$ cat src/rtl/rv32ima_pkg.sv
// Shared types for the core's memory path: load/store widths and the memory
// port arbiter state encoding.
package rv32ima_pkg;

   localparam int LDST_WIDTH_W = 2;

   typedef enum logic [LDST_WIDTH_W-1:0] {
      LDST_B = 2'd0,
      LDST_H = 2'd1,
      LDST_W = 2'd2
   } ldst_width_t;

   typedef enum logic [2:0] {
      IDLE,
      BUSY_I,
      BUSY_D,
      RESP_I,
      RESP_D
   } memarb_state_t;

   // Per-access formatting context kept for the duration of a data access.
   typedef struct packed {
      ldst_width_t width;
      logic [1:0]  lane;
      logic        load_unsigned;
   } ld_ctx_t;

endpackage

$ cat src/rtl/mem_lane_fmt.sv
// Byte-lane formatting for loads and stores: byte enables, lane replication,
// load extraction with sign/zero extension, and alignment check. Combinational.
module mem_lane_fmt
   import rv32ima_pkg::*;
(
   input  logic [LDST_WIDTH_W-1:0] width,
   input  logic [1:0]              lane,
   input  logic                    load_unsigned,
   input  logic [31:0]             wdata,
   input  logic [31:0]             rdata,
   output logic [3:0]              be,
   output logic [31:0]             wdata_rep,
   output logic [31:0]             rdata_ext,
   output logic                    misalign
);

   logic [7:0]  rbyte;
   logic [15:0] rhalf;

   always_comb begin
      rbyte     = rdata[{lane, 3'b000} +: 8];
      rhalf     = rdata[{lane[1], 4'b0000} +: 16];
      be        = 4'b0000;
      wdata_rep = wdata;
      rdata_ext = rdata;
      misalign  = 1'b0;
      case (width)
         LDST_B: begin
            be        = 4'b0001 << lane;
            wdata_rep = {4{wdata[7:0]}};
            rdata_ext = {{24{rbyte[7] & ~load_unsigned}}, rbyte};
         end
         LDST_H: begin
            be        = 4'b0011 << lane;
            wdata_rep = {2{wdata[15:0]}};
            rdata_ext = {{16{rhalf[15] & ~load_unsigned}}, rhalf};
            misalign  = lane[0];
         end
         LDST_W: begin
            be       = 4'b1111;
            misalign = (lane != 2'b00);
         end
         default: misalign = 1'b1;
      endcase
   end

endmodule

$ cat src/rtl/mem_port_arbiter.sv
// Shares one word memory port between fetch and data; one access in flight.
// Ready 2 cycles after grant plus mem_ack wait cycles (1 if misaligned); requests held until ready.
module mem_port_arbiter
   import rv32ima_pkg::*;
#(
   parameter int ADDR_W     = 32,
   parameter int DATA_W     = 32,
   parameter bit DATA_FIRST = 1'b1
) (
   input  logic                    clk,
   input  logic                    rst,
   input  logic                    i_req,
   input  logic [ADDR_W-1:0]       i_addr,
   output logic [DATA_W-1:0]       i_rdata,
   output logic                    i_ready,
   output logic                    i_misalign,
   input  logic                    d_ren,
   input  logic                    d_wen,
   input  logic [ADDR_W-1:0]       d_addr,
   input  logic [DATA_W-1:0]       d_wdata,
   input  logic [LDST_WIDTH_W-1:0] d_width,
   input  logic                    d_load_unsigned,
   output logic [DATA_W-1:0]       d_rdata,
   output logic                    d_ready,
   output logic                    d_misalign,
   output logic                    mem_req,
   output logic                    mem_wen,
   output logic [ADDR_W-1:0]       mem_addr,
   output logic [DATA_W-1:0]       mem_wdata,
   output logic [3:0]              mem_be,
   input  logic [DATA_W-1:0]       mem_rdata,
   input  logic                    mem_ack
);

   memarb_state_t     state;
   ld_ctx_t           ctx;
   ld_ctx_t           fmt_ctx;
   logic [3:0]        fmt_be;
   logic [DATA_W-1:0] fmt_wdata;
   logic [DATA_W-1:0] fmt_rdata;
   logic              fmt_mis;
   logic              grant_d;
   logic              grant_i;
   logic              i_mis;

   // Live request feeds the formatter while idle; latched context while busy.
   always_comb begin
      fmt_ctx = ctx;
      if (state == IDLE) begin
         fmt_ctx = '{width: ldst_width_t'(d_width), lane: d_addr[1:0],
                     load_unsigned: d_load_unsigned};
      end
   end

   assign grant_d = (d_wen | d_ren) & (DATA_FIRST | ~i_req);
   assign grant_i = i_req & ~grant_d;
   assign i_mis   = (i_addr[1:0] != 2'b00);

   mem_lane_fmt u_fmt (
      .width         (fmt_ctx.width),
      .lane          (fmt_ctx.lane),
      .load_unsigned (fmt_ctx.load_unsigned),
      .wdata         (d_wdata),
      .rdata         (mem_rdata),
      .be            (fmt_be),
      .wdata_rep     (fmt_wdata),
      .rdata_ext     (fmt_rdata),
      .misalign      (fmt_mis)
   );

   always_ff @(posedge clk) begin
      if (rst) begin
         state      <= IDLE;
         ctx        <= '{width: LDST_W, lane: 2'b00, load_unsigned: 1'b0};
         mem_req    <= 1'b0;
         mem_wen    <= 1'b0;
         mem_addr   <= '0;
         mem_wdata  <= '0;
         mem_be     <= 4'b0000;
         i_ready    <= 1'b0;
         d_ready    <= 1'b0;
         i_rdata    <= '0;
         d_rdata    <= '0;
         i_misalign <= 1'b0;
         d_misalign <= 1'b0;
      end else begin
         case (state)
            IDLE: begin
               if (grant_d) begin
                  ctx <= fmt_ctx;
                  if (fmt_mis) begin
                     d_misalign <= 1'b1;
                     d_rdata    <= '0;
                     d_ready    <= 1'b1;
                     state      <= RESP_D;
                  end else begin
                     mem_req   <= 1'b1;
                     mem_wen   <= d_wen;
                     mem_addr  <= {d_addr[ADDR_W-1:2], 2'b00};
                     mem_wdata <= d_wen ? fmt_wdata : '0;
                     mem_be    <= d_wen ? fmt_be : 4'b1111;
                     state     <= BUSY_D;
                  end
               end else if (grant_i) begin
                  if (i_mis) begin
                     i_misalign <= 1'b1;
                     i_rdata    <= '0;
                     i_ready    <= 1'b1;
                     state      <= RESP_I;
                  end else begin
                     mem_req   <= 1'b1;
                     mem_wen   <= 1'b0;
                     mem_addr  <= {i_addr[ADDR_W-1:2], 2'b00};
                     mem_wdata <= '0;
                     mem_be    <= 4'b1111;
                     state     <= BUSY_I;
                  end
               end
            end
            BUSY_I: begin
               if (mem_ack) begin
                  mem_req <= 1'b0;
                  i_rdata <= mem_rdata;
                  i_ready <= 1'b1;
                  state   <= RESP_I;
               end
            end
            BUSY_D: begin
               if (mem_ack) begin
                  mem_req <= 1'b0;
                  mem_wen <= 1'b0;
                  d_rdata <= mem_wen ? '0 : fmt_rdata;
                  d_ready <= 1'b1;
                  state   <= RESP_D;
               end
            end
            RESP_I: begin
               i_ready    <= 1'b0;
               i_misalign <= 1'b0;
               state      <= IDLE;
            end
            RESP_D: begin
               d_ready    <= 1'b0;
               d_misalign <= 1'b0;
               state      <= IDLE;
            end
            default: state <= IDLE;
         endcase
      end
   end

endmodule

$ cat config.mk
export PLATFORM = sky130hd
export DESIGN_NAME = mem_port_arbiter
export DESIGN_NICKNAME = d
export VERILOG_FILES = /design/src/rtl/rv32ima_pkg.sv /design/src/rtl/mem_lane_fmt.sv /design/src/rtl/mem_port_arbiter.sv
export SDC_FILE = /design/constraint.sdc
export NUM_CORES = 1
export LEC_CHECK = 0
export BUFFER_PORTS_ARGS = -buffer_cell sky130_fd_sc_hd__buf_2
export CAP_MARGIN = 25
export CORE_MARGIN = 1.5
export CORE_UTILIZATION = 52
export CTS_CLUSTER_DIAMETER = 40
export DETAILED_ROUTE_END_ITERATION = 8
export PLACE_DENSITY = 0.86
export SETUP_SLACK_MARGIN = 0.02
export SYNTH_ARGS = -nofsm -noshare
export SYNTH_HDL_FRONTEND = slang
export SYNTH_SLANG_ARGS = --single-unit
$ cat constraint.sdc
create_clock -name clk -period 4.5 [get_ports clk]
set_input_delay 0.9 -clock clk [delete_from_list [all_inputs] [get_ports clk]]
set_output_delay 0.9 -clock clk [all_outputs]
set_load 0.01 [all_outputs]
# Yosys cells after proc, flatten, opt, wreduce, memory -nomap -nowiden
# Index checks and enable logic that the tools add are counted.
[classes]
addsub = 0
n_mul = 0
div_mod_pow = 0
magnitude_cmp = 0
n_eq_ne = 19
shifts = 4
mux = 57
bitwise = 6
n_reduce_logical = 24
[op_table]
columns = ["operator", "n"]
rows = [
  ["$mux 32", 17],
  ["$pmux 32 s2", 4],
  ["$shiftx 32x6->16", 1],
  ["$shiftx 32x6->8", 1],
  ["$mux 4", 5],
  ["$reduce_and 5->1", 4],
  ["$ne 2x2->1 const B", 9],
  ["$reduce_and 4->1", 4],
  ["$reduce_bool 2->1", 8],
  ["$mux 1", 15],
  ["$mux 3", 5],
  ["$pmux 4 s3", 1],
  ["$ne 3x3->1 const B", 3],
  ["$pmux 1 s3", 3],
  ["$pmux 3 s3", 1],
  ["$pmux 1 s2", 4],
  ["$eq 3x2->1 const B", 2],
  ["$reduce_and 3->1", 2],
  ["$reduce_bool 3->1", 2],
  ["$mux 5", 1],
  ["$shl 1x2->4 const A", 1],
  ["$shl 2x2->4 const A", 1],
  ["$and 1x1->1", 3],
  ["$eq 3x1->1 const B", 1],
  ["other kinds (11)", 12],
]
[totals]
reg_bits = 146
latch_bits = 0
mem_bits_rw = 0
mem_bits_ro = 0
word_cells = 125
n_memories = 0

# Longest topological paths before layout
# Gate-level depths: netlist (run 1).
[depth]
ltp_word = 8
depth_mapped = 8

# Modules after synthesis
# A second synthesis (run 1) with hierarchy kept.
[hier_totals]
cells_unflattened = 954
area_unflattened_um2 = 8463.1
[by_module_without_submodules]
columns = ["module", "n_inst", "cells_each", "area_per_inst_um2"]
rows = [
  ["mem_port_arbiter", 1, 766, 7074.3],
  ["mem_lane_fmt", 1, 188, 1388.8],
]

# Least setup slack after synthesis (run 1)
# Ideal clock, no wire load.
[synth_timing]
path_kind = "input-to-reg"
startpoint = "in d_addr[0]"
endpoint = "reg d_rdata[16]"
setup_ns = 0.067
arrival_ns = 2.354
required_time_ns = 4.433
slack_ns = 2.079
cell_stages = 7
n_path_buf = 2
cell_sequence = "buf_2 > or3_1 > o32a_1 > o311ai_4 > o21ai_4 > buf_6 > o21ai_2"
[synth_between]
elab_chain_len = 7
[synth_rtl]
columns = ["item", "line", "rtl"]
rows = [
  ["start, declared", "mem_port_arbiter.sv:19", "input logic [ADDR_W-1:0] d_addr,"],
  ["$mux 5 *", "mem_port_arbiter.sv:49", "if (state == IDLE) begin"],
  ["$shiftx 32x6->8", "mem_lane_fmt.sv:21", "rbyte = rdata[{lane, 3'b000} +: 8];"],
  ["$and 1x1->1", "mem_lane_fmt.sv:31", "rdata_ext = {{24{rbyte[7] & ~load_unsigned}}, rbyte};"],
  ["$pmux 32 s2", "mem_lane_fmt.sv:27", "case (width)"],
  ["$mux 32", "mem_port_arbiter.sv:132", "d_rdata <= mem_wen ? '0 : fmt_rdata;"],
  ["$mux 32", "mem_port_arbiter.sv:129", "if (mem_ack) begin"],
  ["$pmux 32 s2", "mem_port_arbiter.sv:87", "case (state)"],
  ["end signal, assigned", "mem_port_arbiter.sv:132", ""],
  ["end, declared", "mem_port_arbiter.sv:23", "output logic [DATA_W-1:0] d_rdata,"],
]
# Every way passes the cells marked *; elsewhere a longest branch is shown, timed or not. The select of a mux whose other input is x is not followed.
# A chain may end at the register's enable or synchronous reset.

# Worst setup path after layout (run 1)
[layout_timing]
startpoint = "reg state[0]"
endpoint = "reg d_rdata[30]"
[layout_between]
elab_chain_len = 8
[layout_rtl]
columns = ["item", "line", "rtl"]
rows = [
  ["start, declared", "mem_port_arbiter.sv:35", "memarb_state_t state;"],
  ["start signal, assigned", "mem_port_arbiter.sv:73", "state <= IDLE;"],
  ["start signal, assigned", "mem_port_arbiter.sv:95", "state <= RESP_D;"],
  ["start signal, assigned", "mem_port_arbiter.sv:102", "state <= BUSY_D;"],
  ["$logic_not 3->1", "mem_port_arbiter.sv:49, mem_port_arbiter.sv:87", ""],
  ["$mux 5", "mem_port_arbiter.sv:49", ""],
  ["$shiftx 32x6->16, or another cell as far along", "mem_lane_fmt.sv:22", "rhalf = rdata[{lane[1], 4'b0000} +: 16];"],
  ["$and 1x1->1, on equally long branches", "mem_lane_fmt.sv:36, mem_lane_fmt.sv:31", ""],
  ["$pmux 32 s2", "mem_lane_fmt.sv:27", ""],
  ["$mux 32", "mem_port_arbiter.sv:132", ""],
  ["$mux 32", "mem_port_arbiter.sv:129", ""],
  ["$pmux 32 s2", "mem_port_arbiter.sv:87", ""],
]
# Parallel ways exist; a longest one is shown, timed or not. The select of a mux whose other input is x is not followed.

==> flow_summary.ini, run 1 <==
[outcome]
status = finished, final reports clean

[power_and_ir_drop]
ir_worst_vdd_v = 0.0002541
power_density_nw_per_um2 = 429.5
leakagePower_nw = 3.793
p_total_mw = 3.638

[placed_design]
port_buffers = 272
dp_slack_ns = 1.505
dp_hpwl_microns = 15000
dp.cells = 1166
place_congestion = 0.9206

[detailed_routing]
viasPerCell = 5.795
drc = 0
dr_total_vias = 6937
post_drt_wl_per_cell_microns = 17.66
routed_wl_microns = 21140
drt_iter0_markers = 878
drtAntennaViolNets = 0
drt-pass1-iter-count = 5

[synth]
synthXorXnorAreaFrac_pct = 0.1331
synthCells = 783
yosys_warnings = 0
postSynth.asyncResetShare_pct = 0
synth_top_family_by_area = compound AO/OA/AOI/OAI gates
synth_mux_area_share_pct = 6.010
ys.flop_type = dfxtp_1
ys_seq_elements = 144
yosysTopAreaCellShare_pct = 43.82
synthTopCellsByArea = dfxtp_1, nand2_1, a21oi_1
yosys.area.top_type = dfxtp_1
syn_avg_cell_area_sq_um = 8.402
ys_seq_area_share_pct = 43.82
synth-edff-count = 0
synthAdderAreaFrac_pct = 0
synth_compound_area_share_pct = 22.97
synth-simple-area-share_pct = 21.68
post_synth_num_cell_types = 59
synth_area_sq_um = 6579

[job]
cap_violations = 0

[clocking]
cts-root-buf = clkbuf_16
cts_buffers = 17
clock-sinks = 144
cts_tree = done
clk_latency_ns = 0.42
clk_pin_slew_ns = 0.05
cts_max_level = 4
cts_setup_buffers = 0
cts-resized-gates = 0
cts_hold_buffers = 0
clockBufferDepth = 2

[setup_path]
cp_num_buf_inv = 2
cp_cell_sequence = buf_4 > nor3_2 > buf_4 > mux2i_1 > a31oi_1 > o21ai_4 > o21ai_1
critPathTopFamily = compound AO/OA/AOI/OAI gates
end_kind = flop
cp_common_cell = buf_4
cp_slowest_stage_delay_ns = 0.78
arrival_ns = 3.19
start_kind = flop
crit_slowest_cell = mux2i_1
path_class = flop to flop
required_ns = 4.78
cp_max_fo = 47

[layout]
fill_cells = 1009
fin_nets = 1155
final_cells = 1197
syn_to_final_growth_pct = 28.78
n_antenna_cell = 0
final_util_pct = 69.66
drive_above_1_share_pct = 33.82

[sta]
finalCriticalPeriod_ns = 2.909
fin_crit_sh_pct = 64.65
timing.fmax_ghz = 0.3437
finalClockSkew_ns = 0.009837
tns_ns = 0
hold_viol_final = 0
slew-limit-headroom_pct = 39.74
setup_viol = 0
final.setup.worst_slack_ns = 1.591
final_max_slew_viol_count = 0
rsz0062_at_grt = no
worst_pin_slew_ns = 0.8787

[floorplanning]
dieArea_sq_um = 13340
pin_count = 275
core_sq_um = 12160
initial_core_util_pct = 54.09
die_h_microns = 115.5
rows = 40
die_w_microns = 115.5

[global_route]
grt_pass1_vias = 6415
grt_overflow = 0
grt_antenna_before_repair = 0
grt_pass1_wl_microns = 32550
grt_max_degree = 63
grtUsageTotal_pct = 31.52

[worst_hold_path]
holdCritPathClass = flop to flop
## synthesized netlist by cell type (all sizes together), types with 11 or more instances
master and count:
nor3 13, a21oi 75, nand3 12, buf 27
a311oi 32, nand4 32, nand2 165, o21ai 49
mux2 14, o2bb2ai 14, nand2b 11, mux2i 20
dfxtp 144, clkbuf 43, nor2 56
## cells in the final DEF (no fill, tap or decap), types with 8 or more instances in the layout
cell type / synthesis / routed
buf_2: 13 / 272
nand2_1: 165 / 165
dfxtp_1: 144 / 144
a21oi_1: 74 / 74
nor2_1: 56 / 53
a311oi_1: 32 / 32
nand4_1: 32 / 32
o21ai_1: 19 / 19
mux2i_1: 19 / 19
o21ai_0: 18 / 18
clkbuf_16: 0 / 17
o2bb2ai_1: 14 / 14
nand3_1: 12 / 12
buf_4: 9 / 12
nand2b_1: 11 / 11
nor3_1: 11 / 11
o21ai_2: 11 / 11
a211oi_1: 9 / 9
a31oi_1: 8 / 8
## report_power, final
| part | internal (mW) | switching [mW] |
|---|---|---|
| combinational | 0.335 | 0.553 |
| sequential | 1.39 | 0.0746 |
| clock | 0.777 | 0.514 |
## path summary, 6_finish.rpt
| kind | cells after the start | startpoint | to | slack [ns] |
|---|---|---|---|---|
| setup reg to reg | 7 | state[0] | d_rdata[30] | 1.59 |
| hold reg to reg | 2 | d_rdata[6] | d_rdata[6] | 0.44 |
| setup / recovery | 7 | state[0] | d_rdata[30] | 1.59 |
| hold / removal | 2 | d_rdata[6] | d_rdata[6] | 0.44 |
## metrics by stage
| stage | area (sq um) | hold slack (ns) |
|---|---|---|
| 2_1_floorplan | 6583 | 0.4709 |
| 3_3_place_gp | 7914 | 0.4325 |
| 3_5_place_dp | 7914 | 0.4360 |
| 4_1_cts | 8444 | 0.4449 |
| 5_1_grt | 8472 | 0.4559 |
| 6_report | 8472 | 0.4444 |
## worst register-to-register path, cell delays in order (launching register included)
cell and delay [ns]:
dfxtp_1 0.30, buf_4 0.27, nor3_2 0.20, buf_4 0.31, mux2i_1 0.79, a31oi_1 0.17
o21ai_4 0.57, o21ai_1 0.16
## cell families after synthesis
kind of cell	count (synthesis)
flops	144
other cells	1
xor+xnor	1
compound gates	219
simple gates	313
mux	35
buf+inv	70
## cell type report
class	instances	area, sq um	area share, %
clock buffer	23	467.9	5.524
clock inverter	7	62.56	0.7384
multi-input combinational	570	3369	39.77
sequential	144	2883	34.03
tap	168	210.2	2.481
timing repair buffer	285	1479	17.46
## layer usage
layer  vias to the layer above  global-route usage (%)  routed length, microns
li1                       3285                       -                       -
met1                      3177                   37.87                    8489
met2                       409                   52.39                   10080
met3                        66                   8.944                    1844
met4                         0                   14.65                     729
met5                         -                       0                       0
## flip-flops by register name (all words and copies together) (netlist names)
register    cells
ctx             5
d_misalign      1
d_rdata        32
d_ready         1
i_misalign      1
i_rdata        32
i_ready         1
mem_addr       30
mem_be          4
mem_req         1
mem_wdata      32
mem_wen         1
state           3
(Power assumes the default switching activity.)
==> run 2, diff against run 1 <==
Settings changed: CORE_UTILIZATION 52 to 44, PLACE_DENSITY 0.86 to 0.77.
Clock period 4.5 ns to 2.55 ns, I/O delays scaled along.
==> run 2 against run 1 <==
Combinational power is 84% higher. Wire length down 1.1%. Via count down 1.9%. Cell area grew 2.1%. Critical path type unchanged. Die area up 18%. Clock power up 88%. Register-to-register slack worse by 1.3 ns. Largest power group unchanged. Largest cell class unchanged.
==> flow_summary.ini, run 2 (same netlist as run 1, synthesis figures left out) <==
[sta]
rsz0062_at_grt = no
slew-limit-headroom_pct = 54.58
tns_ns = 0
finalClockSkew_ns = 0.007012
finalCriticalPeriod_ns = 2.269
timing.fmax_ghz = 0.4407
whs_ns = 0.3471
setup_viol = 0
final_max_slew_viol_count = 0
fin_crit_sh_pct = 88.98
worst_pin_slew_ns = 0.6813
final.setup.worst_slack_ns = 0.2810
hold_viol_final = 0

[setup_path]
path_class = flop to flop
end_kind = flop
required_ns = 2.90
arrival_ns = 2.62
start_kind = flop
cp_max_fo = 21

[outcome]
status = finished, final reports clean

[layout]
mostFrequentLayoutCell = buf_2
top_regs = d_rdata: 32 flops, i_rdata: 32 flops, mem_wdata: 32 flops
final_cell_area_sq_um = 8653
fin_nets = 1167
fill_cells = 1347
final_cell_mix = buf_2, nand2_1, dfxtp_1, a21oi_1, nor2_1
syn_to_final_growth_pct = 31.53
drive_above_1_share_pct = 34.84
n_antenna_cell = 0

[floorplanning]
die_w_microns = 125.3
dieArea_sq_um = 15690
core_sq_um = 14590
initial_core_util_pct = 45.09
pin_count = 275
die_h_microns = 125.3
rows = 44

[detailed_routing]
dr_total_vias = 6806
viasPerCell = 5.551
post_drt_wl_per_cell_microns = 17.06
drtAntennaViolNets = 0
routed_wl_microns = 20910
drc = 0
drt_iter0_markers = 512
drt-pass1-iter-count = 5

[global_route]
grt_pass1_vias = 6200
grt_max_degree = 69
grt_overflow = 0
grtUsageTotal_pct = 26.25
grt_pass1_wl_microns = 32810
grt_antenna_before_repair = 0

[placed_design]
dp_hpwl_microns = 15240
dp_slack_ns = 0.3163
port_buffers = 272
place_area_sq_um = 8082
place_congestion = 0.8837

[power_and_ir_drop]
power_density_nw_per_um2 = 764.1
p_total_mw = 6.612
leakagePower_nw = 3.872
ir_worst_vdd_v = 0.0004937

[clocking]
cts_hold_buffers = 0
cts-root-buf = clkbuf_16
cts_setup_buffers = 0
clk_latency_ns = 0.42
clockBufferDepth = 2
clk_pin_slew_ns = 0.06
cts-resized-gates = 0
cts_tree = done
cts_buffers = 17
cts_max_level = 4
clock-sinks = 144

[worst_hold_path]
holdCritPathClass = input pin to flop

[job]
cap_violations = 0
run 2: cell types whose count changed in the layout (fill, tap and decap cells not counted), moves of 2 or more:
cell,before,now
buf_4,12,21
buf_12,0,4
clkbuf_1,4,2
clkinvlp_4,1,3
run 2: final timing paths:
| path | start | end | slack, ns | depth (start not counted) |
|---|---|---|---|---|
| worst max register to register | state[0] | d_rdata[5] | 0.28 | 6 |
| worst min register to register | d_rdata[26] | d_rdata[26] | 0.44 | 2 |
| worst min-delay path | i_addr[15] | mem_addr[15] | 0.35 | 3 |
| worst max-delay path | state[0] | d_rdata[5] | 0.28 | 6 |
run 2: cell type report:
class / count / area, sq um / share of cell area (%)
flip-flops and latches: 144 / 2883 / 33.31
clock inverters: 10 / 111.4 / 1.287
clock buffers: 21 / 460.4 / 5.321
multi-input cells: 570 / 3369 / 38.94
well taps: 184 / 230.2 / 2.660
repair buffers: 297 / 1599 / 18.48
run 2: metal layers:
layer | track usage [%] | part of all wire, % | vias to the layer above
met2 | 43.01 | 48 | 296
li1 | - | - | 3307
met3 | 5.734 | 7.0 | 35
met1 | 33.44 | 42 | 3168
met4 | 11.23 | 2.7 | 0
met5 | 0 | 0 | -
run 2: worst max-delay path, cell delays in order (launching register included):
cell and delay, ns:
dfxtp_1 0.39, nor3_2 0.27, buf_12 0.22, mux2_2 0.41
nor3_1 0.56, o22ai_1 0.21, o21ai_1 0.15
run 2: power by group:
| part | internal [mW] | total, mW | switching, mW |
|---|---|---|---|
| Sequential | 2.44 | 2.56 | 0.118 |
| Clock | 1.48 | 2.42 | 0.940 |
| Combinational | 0.640 | 1.63 | 0.990 |
| Total | 4.56 | 6.61 | 2.05 |
run 2: metrics by stage:
step	utilization (%)	instances
6_report	59.31	1226
5_1_grt	59.31	1226
4_1_cts	59.31	1226
3_5_place_dp	55.39	1195
3_3_place_gp	55.39	1195
2_1_floorplan	-	784
